$ cat src/rtl/mem_arb_pkg.sv
// Shared types and helpers for the byte-serial memory arbiter.
package mem_arb_pkg;

    // Transfer sequencing states
    typedef enum logic [1:0] {
        IDLE = 2'd0,
        BUSY = 2'd1,
        DONE = 2'd2
    } state_e;

    // Bytes per channel word and byte-count field width for the default 32-bit channel
    localparam int unsigned NB  = 32 / 8;
    localparam int unsigned SZW = $clog2(NB);

    // Bit width for an index/count field, never narrower than one bit
    function automatic int unsigned clog2_min1(input int unsigned v);
        return (v <= 1) ? 1 : $clog2(v);
    endfunction

endpackage

$ cat src/rtl/mem_arb_sel.sv
// Combinational grant selector: fixed priority (highest index wins) by default,
// round-robin starting after the last granted channel when MEM_ARB_RR_EN is defined.
module mem_arb_sel
    import mem_arb_pkg::*;
#(
    parameter  int unsigned NCH = 2,
    localparam int unsigned IW  = clog2_min1(NCH)
) (
    input  logic [NCH-1:0] req,
    input  logic [IW-1:0]  ptr,
    output logic [NCH-1:0] gnt,
    output logic [IW-1:0]  idx
);

    logic          any;
    logic [IW-1:0] cand;

`ifdef MEM_ARB_RR_EN
    // Round-robin search beginning at (ptr + 1) mod NCH
    always_comb begin
        any  = 1'b0;
        idx  = '0;
        cand = '0;
        for (int unsigned i = 0; i < NCH; i++) begin
            cand = IW'((32'(ptr) + i + 32'd1) % NCH);
            if (!any && req[cand]) begin
                any = 1'b1;
                idx = cand;
            end
        end
    end
`else
    logic [IW-1:0] unused_ptr;
    assign unused_ptr = ptr;

    // Fixed priority: later (higher) channels override lower ones
    always_comb begin
        any  = 1'b0;
        idx  = '0;
        cand = '0;
        for (int unsigned i = 0; i < NCH; i++) begin
            cand = IW'(i);
            if (req[cand]) begin
                any = 1'b1;
                idx = cand;
            end
        end
    end
`endif

    // One-hot form of the selected index
    always_comb begin
        gnt = '0;
        if (any) begin
            gnt = NCH'(1) << idx;
        end
    end

endmodule

$ cat src/rtl/mem_arb.sv
// Byte-serial arbiter: serves NCH req/ack channels over one 8-bit synchronous RAM port.
// Define MEM_ARB_RR_EN for round-robin grants; default is fixed priority (highest index).
module mem_arb
    import mem_arb_pkg::*;
#(
    parameter  int unsigned NCH   = 2,
    parameter  int unsigned AW    = 32,
    parameter  int unsigned DW    = 32,
    localparam int unsigned NB_L  = DW / 8,
    localparam int unsigned SZW_L = clog2_min1(NB_L),
    localparam int unsigned IW    = clog2_min1(NCH)
) (
    input  logic                 clk,
    input  logic                 rst,
    input  logic [NCH-1:0]       req,
    input  logic [NCH-1:0]       kill,
    input  logic [NCH-1:0]       wr,
    input  logic [NCH*AW-1:0]    addr,
    input  logic [NCH*SZW_L-1:0] sz,
    input  logic [NCH*DW-1:0]    wdata,
    output logic [NCH-1:0]       ack,
    output logic [DW-1:0]        rdata,
    output logic                 busy,
    input  logic [7:0]           rom_rn,
    output logic [7:0]           rom_wn,
    output logic [AW-1:0]        rom_a,
    output logic                 rom_wr
);

    // Counter holds 0..NB_L, one bit wider than the size field
    localparam int unsigned CW = SZW_L + 1;

    logic [AW-1:0]    addr_a  [NCH];
    logic [SZW_L-1:0] sz_a    [NCH];
    logic [DW-1:0]    wdata_a [NCH];

    // Split flat per-channel buses into arrays
    for (genvar g = 0; g < NCH; g++) begin : g_ch
        assign addr_a[g]  = addr[g*AW +: AW];
        assign sz_a[g]    = sz[g*SZW_L +: SZW_L];
        assign wdata_a[g] = wdata[g*DW +: DW];
    end

    state_e        state_q, state_d;
    logic [IW-1:0] ch_q, ch_d;
    logic          wr_q, wr_d;
    logic [CW-1:0] n_q, n_d;
    logic [CW-1:0] cnt_q, cnt_d;
    logic [DW-1:0] wsh_q, wsh_d;
    logic [DW-1:0] rbuf_q, rbuf_d;
    logic [DW-1:0] rdata_q, rdata_d;
    logic [NCH-1:0] ack_q, ack_d;
    logic          busy_q, busy_d;
    logic [AW-1:0] rom_a_q, rom_a_d;
    logic [7:0]    rom_wn_q, rom_wn_d;
    logic          rom_wr_q, rom_wr_d;
    logic [IW-1:0] ptr_q, ptr_d;

    logic [NCH-1:0] gnt_c;
    logic [IW-1:0]  gidx_c;

    mem_arb_sel #(
        .NCH (NCH)
    ) u_sel (
        .req (req),
        .ptr (ptr_q),
        .gnt (gnt_c),
        .idx (gidx_c)
    );

    // Next-state and registered-output computation
    always_comb begin
        state_d  = state_q;
        ch_d     = ch_q;
        wr_d     = wr_q;
        n_d      = n_q;
        cnt_d    = cnt_q;
        wsh_d    = wsh_q;
        rbuf_d   = rbuf_q;
        rdata_d  = rdata_q;
        ack_d    = '0;
        rom_a_d  = rom_a_q;
        rom_wn_d = rom_wn_q;
        rom_wr_d = rom_wr_q;
        ptr_d    = ptr_q;

        case (state_q)
            IDLE: begin
                rom_wr_d = 1'b0;
                if (|gnt_c) begin
                    state_d  = BUSY;
                    ch_d     = gidx_c;
                    wr_d     = wr[gidx_c];
                    n_d      = CW'(sz_a[gidx_c]) + CW'(1);
                    cnt_d    = '0;
                    rbuf_d   = '0;
                    rom_a_d  = addr_a[gidx_c];
                    rom_wr_d = wr[gidx_c];
                    rom_wn_d = wdata_a[gidx_c][7:0];
                    wsh_d    = wdata_a[gidx_c] >> 8;
                    ptr_d    = gidx_c;
                end
            end
            BUSY: begin
                if (wr_q) begin
                    if (cnt_q == n_q - CW'(1)) begin
                        state_d    = DONE;
                        rom_wr_d   = 1'b0;
                        ack_d[ch_q] = 1'b1;
                    end else begin
                        cnt_d    = cnt_q + CW'(1);
                        rom_a_d  = rom_a_q + AW'(1);
                        rom_wn_d = wsh_q[7:0];
                        wsh_d    = wsh_q >> 8;
                    end
                end else if (kill[ch_q]) begin
                    // Abort takes priority, even on the final capture edge
                    state_d = IDLE;
                    cnt_d   = '0;
                end else begin
                    // RAM byte for address addr+cnt-1 is on rom_rn now
                    if (cnt_q != '0) begin
                        for (int unsigned b = 0; b < NB_L; b++) begin
                            if (cnt_q - CW'(1) == CW'(b)) begin
                                rbuf_d[b*8 +: 8] = rom_rn;
                            end
                        end
                    end
                    if (cnt_q == n_q) begin
                        state_d     = DONE;
                        rdata_d     = rbuf_d;
                        ack_d[ch_q] = 1'b1;
                    end else begin
                        cnt_d = cnt_q + CW'(1);
                        if (cnt_q + CW'(1) < n_q) begin
                            rom_a_d = rom_a_q + AW'(1);
                        end
                    end
                end
            end
            DONE: begin
                state_d = IDLE;
                cnt_d   = '0;
            end
            default: begin
                state_d  = IDLE;
                rom_wr_d = 1'b0;
            end
        endcase

        busy_d = (state_d != IDLE);
    end

    // State and output registers
    always_ff @(posedge clk or negedge rst) begin
        if (!rst) begin
            state_q  <= IDLE;
            ch_q     <= '0;
            wr_q     <= 1'b0;
            n_q      <= '0;
            cnt_q    <= '0;
            wsh_q    <= '0;
            rbuf_q   <= '0;
            rdata_q  <= '0;
            ack_q    <= '0;
            busy_q   <= 1'b0;
            rom_a_q  <= '0;
            rom_wn_q <= '0;
            rom_wr_q <= 1'b0;
            ptr_q    <= IW'(NCH - 1);
        end else begin
            state_q  <= state_d;
            ch_q     <= ch_d;
            wr_q     <= wr_d;
            n_q      <= n_d;
            cnt_q    <= cnt_d;
            wsh_q    <= wsh_d;
            rbuf_q   <= rbuf_d;
            rdata_q  <= rdata_d;
            ack_q    <= ack_d;
            busy_q   <= busy_d;
            rom_a_q  <= rom_a_d;
            rom_wn_q <= rom_wn_d;
            rom_wr_q <= rom_wr_d;
            ptr_q    <= ptr_d;
        end
    end

    assign ack    = ack_q;
    assign rdata  = rdata_q;
    assign busy   = busy_q;
    assign rom_a  = rom_a_q;
    assign rom_wn = rom_wn_q;
    assign rom_wr = rom_wr_q;

endmodule

$ cat config.mk
export PLATFORM = sky130hd
export DESIGN_NAME = mem_arb
export DESIGN_NICKNAME = d
export VERILOG_FILES = /design/src/rtl/mem_arb_pkg.sv /design/src/rtl/mem_arb_sel.sv /design/src/rtl/mem_arb.sv
export SDC_FILE = /design/constraint.sdc
export NUM_CORES = 1
export LEC_CHECK = 0
export CAP_MARGIN = 10
export CORE_MARGIN = 10
export CORE_UTILIZATION = 44
export CTS_CLUSTER_DIAMETER = 100
export DETAILED_ROUTE_END_ITERATION = 10
export GPL_TIMING_DRIVEN = 1
export PLACE_DENSITY_LB_ADDON = 0.25
export SLEW_MARGIN = 20
export SYNTH_ARGS = -nofsm -noshare
export SYNTH_HDL_FRONTEND = slang
export SYNTH_SLANG_ARGS = --single-unit
$ cat constraint.sdc
create_clock -name clk -period 2.2 [get_ports clk]
set_clock_uncertainty 0.05 [all_clocks]
set_input_delay 0.55 -clock clk [delete_from_list [all_inputs] [get_ports clk]]
set_output_delay 0.55 -clock clk [all_outputs]
set_load 0.02 [all_outputs]
==> impl_metrics.ini <==
[floorplanning]
initial_utilization_pct = 45.0
die_h_um = 153
die_area_um2 = 23400
core_area_um2 = 17300
rows = 48
die_w_um = 153
io_pins = 224

[logic_synthesis]
syn_inst = 790
synth_flop_cell = dfrtp_1
yosysTopAreaCellShare_pct = 45.7
synth_edf_count = 0
synth.most_common_cell = dfrtp_1
synth_fp_nets = 951
syn_area_um2 = 7770
synth_area_leaders = dfrtp_1, mux2i_1, nand2_1, o21ai_0, a21oi_1
synth.yosys.seq_area_share_pct = 45.7
yosys_register_bits = 142
yosys_warnings = 0
ys_top_cells_by_count = dfrtp_1, nand2_1, mux2i_1, o21ai_0, a21oi_1
ys_types = 58
syn_avg_cell_area_um2 = 9.84
yosysTopAreaCell = dfrtp_1
ys_async_sr_fraction_pct = 100

[global_routing]
grtUsageTotal_pct = 20.6
grt_pass1_wl_um = 39400
grt_pass1_vias = 7333
grt_max_degree = 80
antenna_found_initial = 1
grt.overflow.total = 0

[timing]
max-slew-margin-rel_pct = 66.7
clock.fmax_ghz = 0.437
worst_slew_pin_slew_ns = 0.499
period_share_pct = 104
fin_ws_ns = -0.0906
hold_slack_ns = 0.428
finalSetupViolations = 23
fin_setup_tns_ns = -0.862
hold_viol = 0
period_needed_ns = 2.29
drv_slew = 0
rsz0062_at_grt = yes

[power]
p_leak_nw = 5.21
peakVddDrop_uv = 985
power.density_nw_per_um2 = 1430

[setup_path]
cp_slowest_cell = or3_4
cp-start-kind = flip-flop
cpMostUsedCell = a21oi_4
cp_max_fo = 6
critPathCaptureType = flip-flop
crit_chain = ha_2 > nand2b_4 > nand2_2 > ha_4 > a21oi_4 > o21ai_4 > or3_4 > buf_12 > a21oi_4 > o22a_1
slowest_delay_ns = 0.44
cp.arrival_ns = 2.60
critPathKind = flip-flop to flip-flop
worstPathRequired_ns = 2.51

[placement]
placed_cells_incl_taps = 1253
place_ws_ns = -0.573
hpwl_um = 18500
portBuffers = 223
place_congestion = 0.866
place_area_um2 = 10800

[outcome]
status = finished with violations
violations = negative setup slack

[cts]
cts_tree = yes
cts-root-buf = clkbuf_16
cts.path.max_buffers = 2
htreeDepth = 4
numCtsBuffers = 17
cts.clk_slew.worst_paths_ns = 0.07
clkLatencyLatePin_ns = 0.42
clock_sinks = 142

[drt]
via_count = 7287
postRouteAntennaNets = 0
via_per_inst = 5.62
wl_per_cell_um = 19.6
drc = 0
drt_iter0_markers = 430
routed_wl_um = 25500
dr.pass1.iters = 7

[final_layout]
area_delta_synth_final_pct = 52.2
stdcell_count = 1297
drive_gt1_share_pct = 18.3
final_cell_area_um2 = 11800
diodes = 0
nets = 1220

[job]
cap_violations = 0

[worst_hold_path]
hold_class = input port to async pin
critical path: cells and delay by family (launching register included):
family,cells,cell delay (ns)
adders and majority gates,2,0.40
AOI/OAI and AO/OA,4,0.53
buffers and inverters,1,0.18
and+or+nand+nor,3,0.65
DFF,1,0.41
cell usage in the layout, fill, tap and decap left out, types with 4 or more instances in the layout:
| cell type | n |
|---|---|
| clkdlybuf4s50_1 | 213 |
| a21oi_4 | 4 |
| inv_1 | 8 |
| ha_1 | 8 |
| buf_4 | 60 |
| a21oi_2 | 13 |
| nand2_2 | 5 |
| mux2i_1 | 78 |
| a22o_1 | 11 |
| a21oi_1 | 48 |
| a211oi_1 | 13 |
| buf_12 | 14 |
| inv_6 | 6 |
| and4_1 | 4 |
| a31oi_1 | 16 |
| o21ai_0 | 64 |
| nor3_1 | 7 |
| nor2b_1 | 9 |
| nand4_1 | 4 |
| nand3_1 | 17 |
| nand2_1 | 82 |
| nor2_1 | 39 |
| a32o_1 | 24 |
| buf_6 | 7 |
| and2_1 | 6 |
| or3_4 | 6 |
| dfrtp_1 | 141 |
| a22oi_1 | 10 |
| o22a_1 | 23 |
| mux2_2 | 14 |
| and3_1 | 7 |
| clkbuf_16 | 20 |
| a32oi_1 | 4 |
| o22ai_1 | 5 |
| dlymetal6s2s_1 | 7 |
path summary, 6_finish.rpt:
check | to | slack [ns] | startpoint | cells past startpoint
max in group asynchronous | cnt_q[1] | 1.02 | rst | 3
worst min register to register | rdata[21] | 0.43 | rdata[21] | 2
worst min-delay path | rdata[18] | 0.43 | rst | 2
worst max-delay path | rom_a[12] | -0.09 | cnt_q[0] | 10
min in group clk | rdata[21] | 0.43 | rdata[21] | 2
worst max register to register | rom_a[12] | -0.09 | cnt_q[0] | 10
flip-flops by register name, indices dropped and copies added (netlist names), 2 cells and up:
signal   cells
cnt_q        3
wsh_q       24
rom_wn       8
n_q          3
rbuf_q      32
ack          2
rom_a       32
rdata       32
state_q      2
cell families (layout without fill, tap and decap cells):
group                      after synthesis  in the layout  synth area share, %
AOI/OAI and AO/OA                      260            260                 22.4
xor gates and xnor gates                 4              4                0.628
adders and majority gates               13             13                 2.09
buffers and inverters                   69            348                 3.72
DFF                                    142            142                 45.7
muxes                                   93             93                 12.3
and+or+nand+nor                        209            212                 13.2
area by class of cell:
| class | count | area [µm²] |
|---|---|---|
| clock buffer | 17 | 425 |
| clock inverter | 15 | 193 |
| fill | 1361 | 5460 |
| inverter | 10 | 40.0 |
| multi-input combinational | 582 | 4220 |
| sequential | 142 | 3550 |
| tap | 225 | 282 |
| timing repair buffer | 306 | 3120 |
routing by layer:
layer / vias to the layer above / GRT usage [%] / routed length [µm]
li1: 3480 / - / -
met1: 3470 / 23.8 / 10000
met2: 300 / 35.0 / 12800
met3: 35 / 7.15 / 2170
met4: 2 / 6.27 / 532
met5: - / 0 / 13
stage by stage:
| step | power (mW) | utilization (%) |
|---|---|---|
| floorplan | 8.97 | - |
| global placement | 12.5 | 62.4 |
| detailed placement | 12.6 | 62.4 |
| CTS | 16.1 | 66.9 |
| global route | 17.9 | 68.4 |
| finish | 16.9 | 68.4 |
report_power, final:
part           leakage, nW  internal [mW]  switching [mW]
logic                 3.08           4.44            5.20
clock network        0.299           1.73            1.28
registers             1.83           3.49           0.729
total                 5.21           9.66            7.21
repair_timing:
item                                    4_1_cts  5_1_grt
endpoints found under the hold margin         5        0
gates resized for setup                      27       41
hold buffers                                  1        0
endpoints found under the setup margin       30       90
setup buffers                                 2        3
pin swaps                                     8       21
gates cloned                                  3        3
Power figures use the tool's default switching activity.
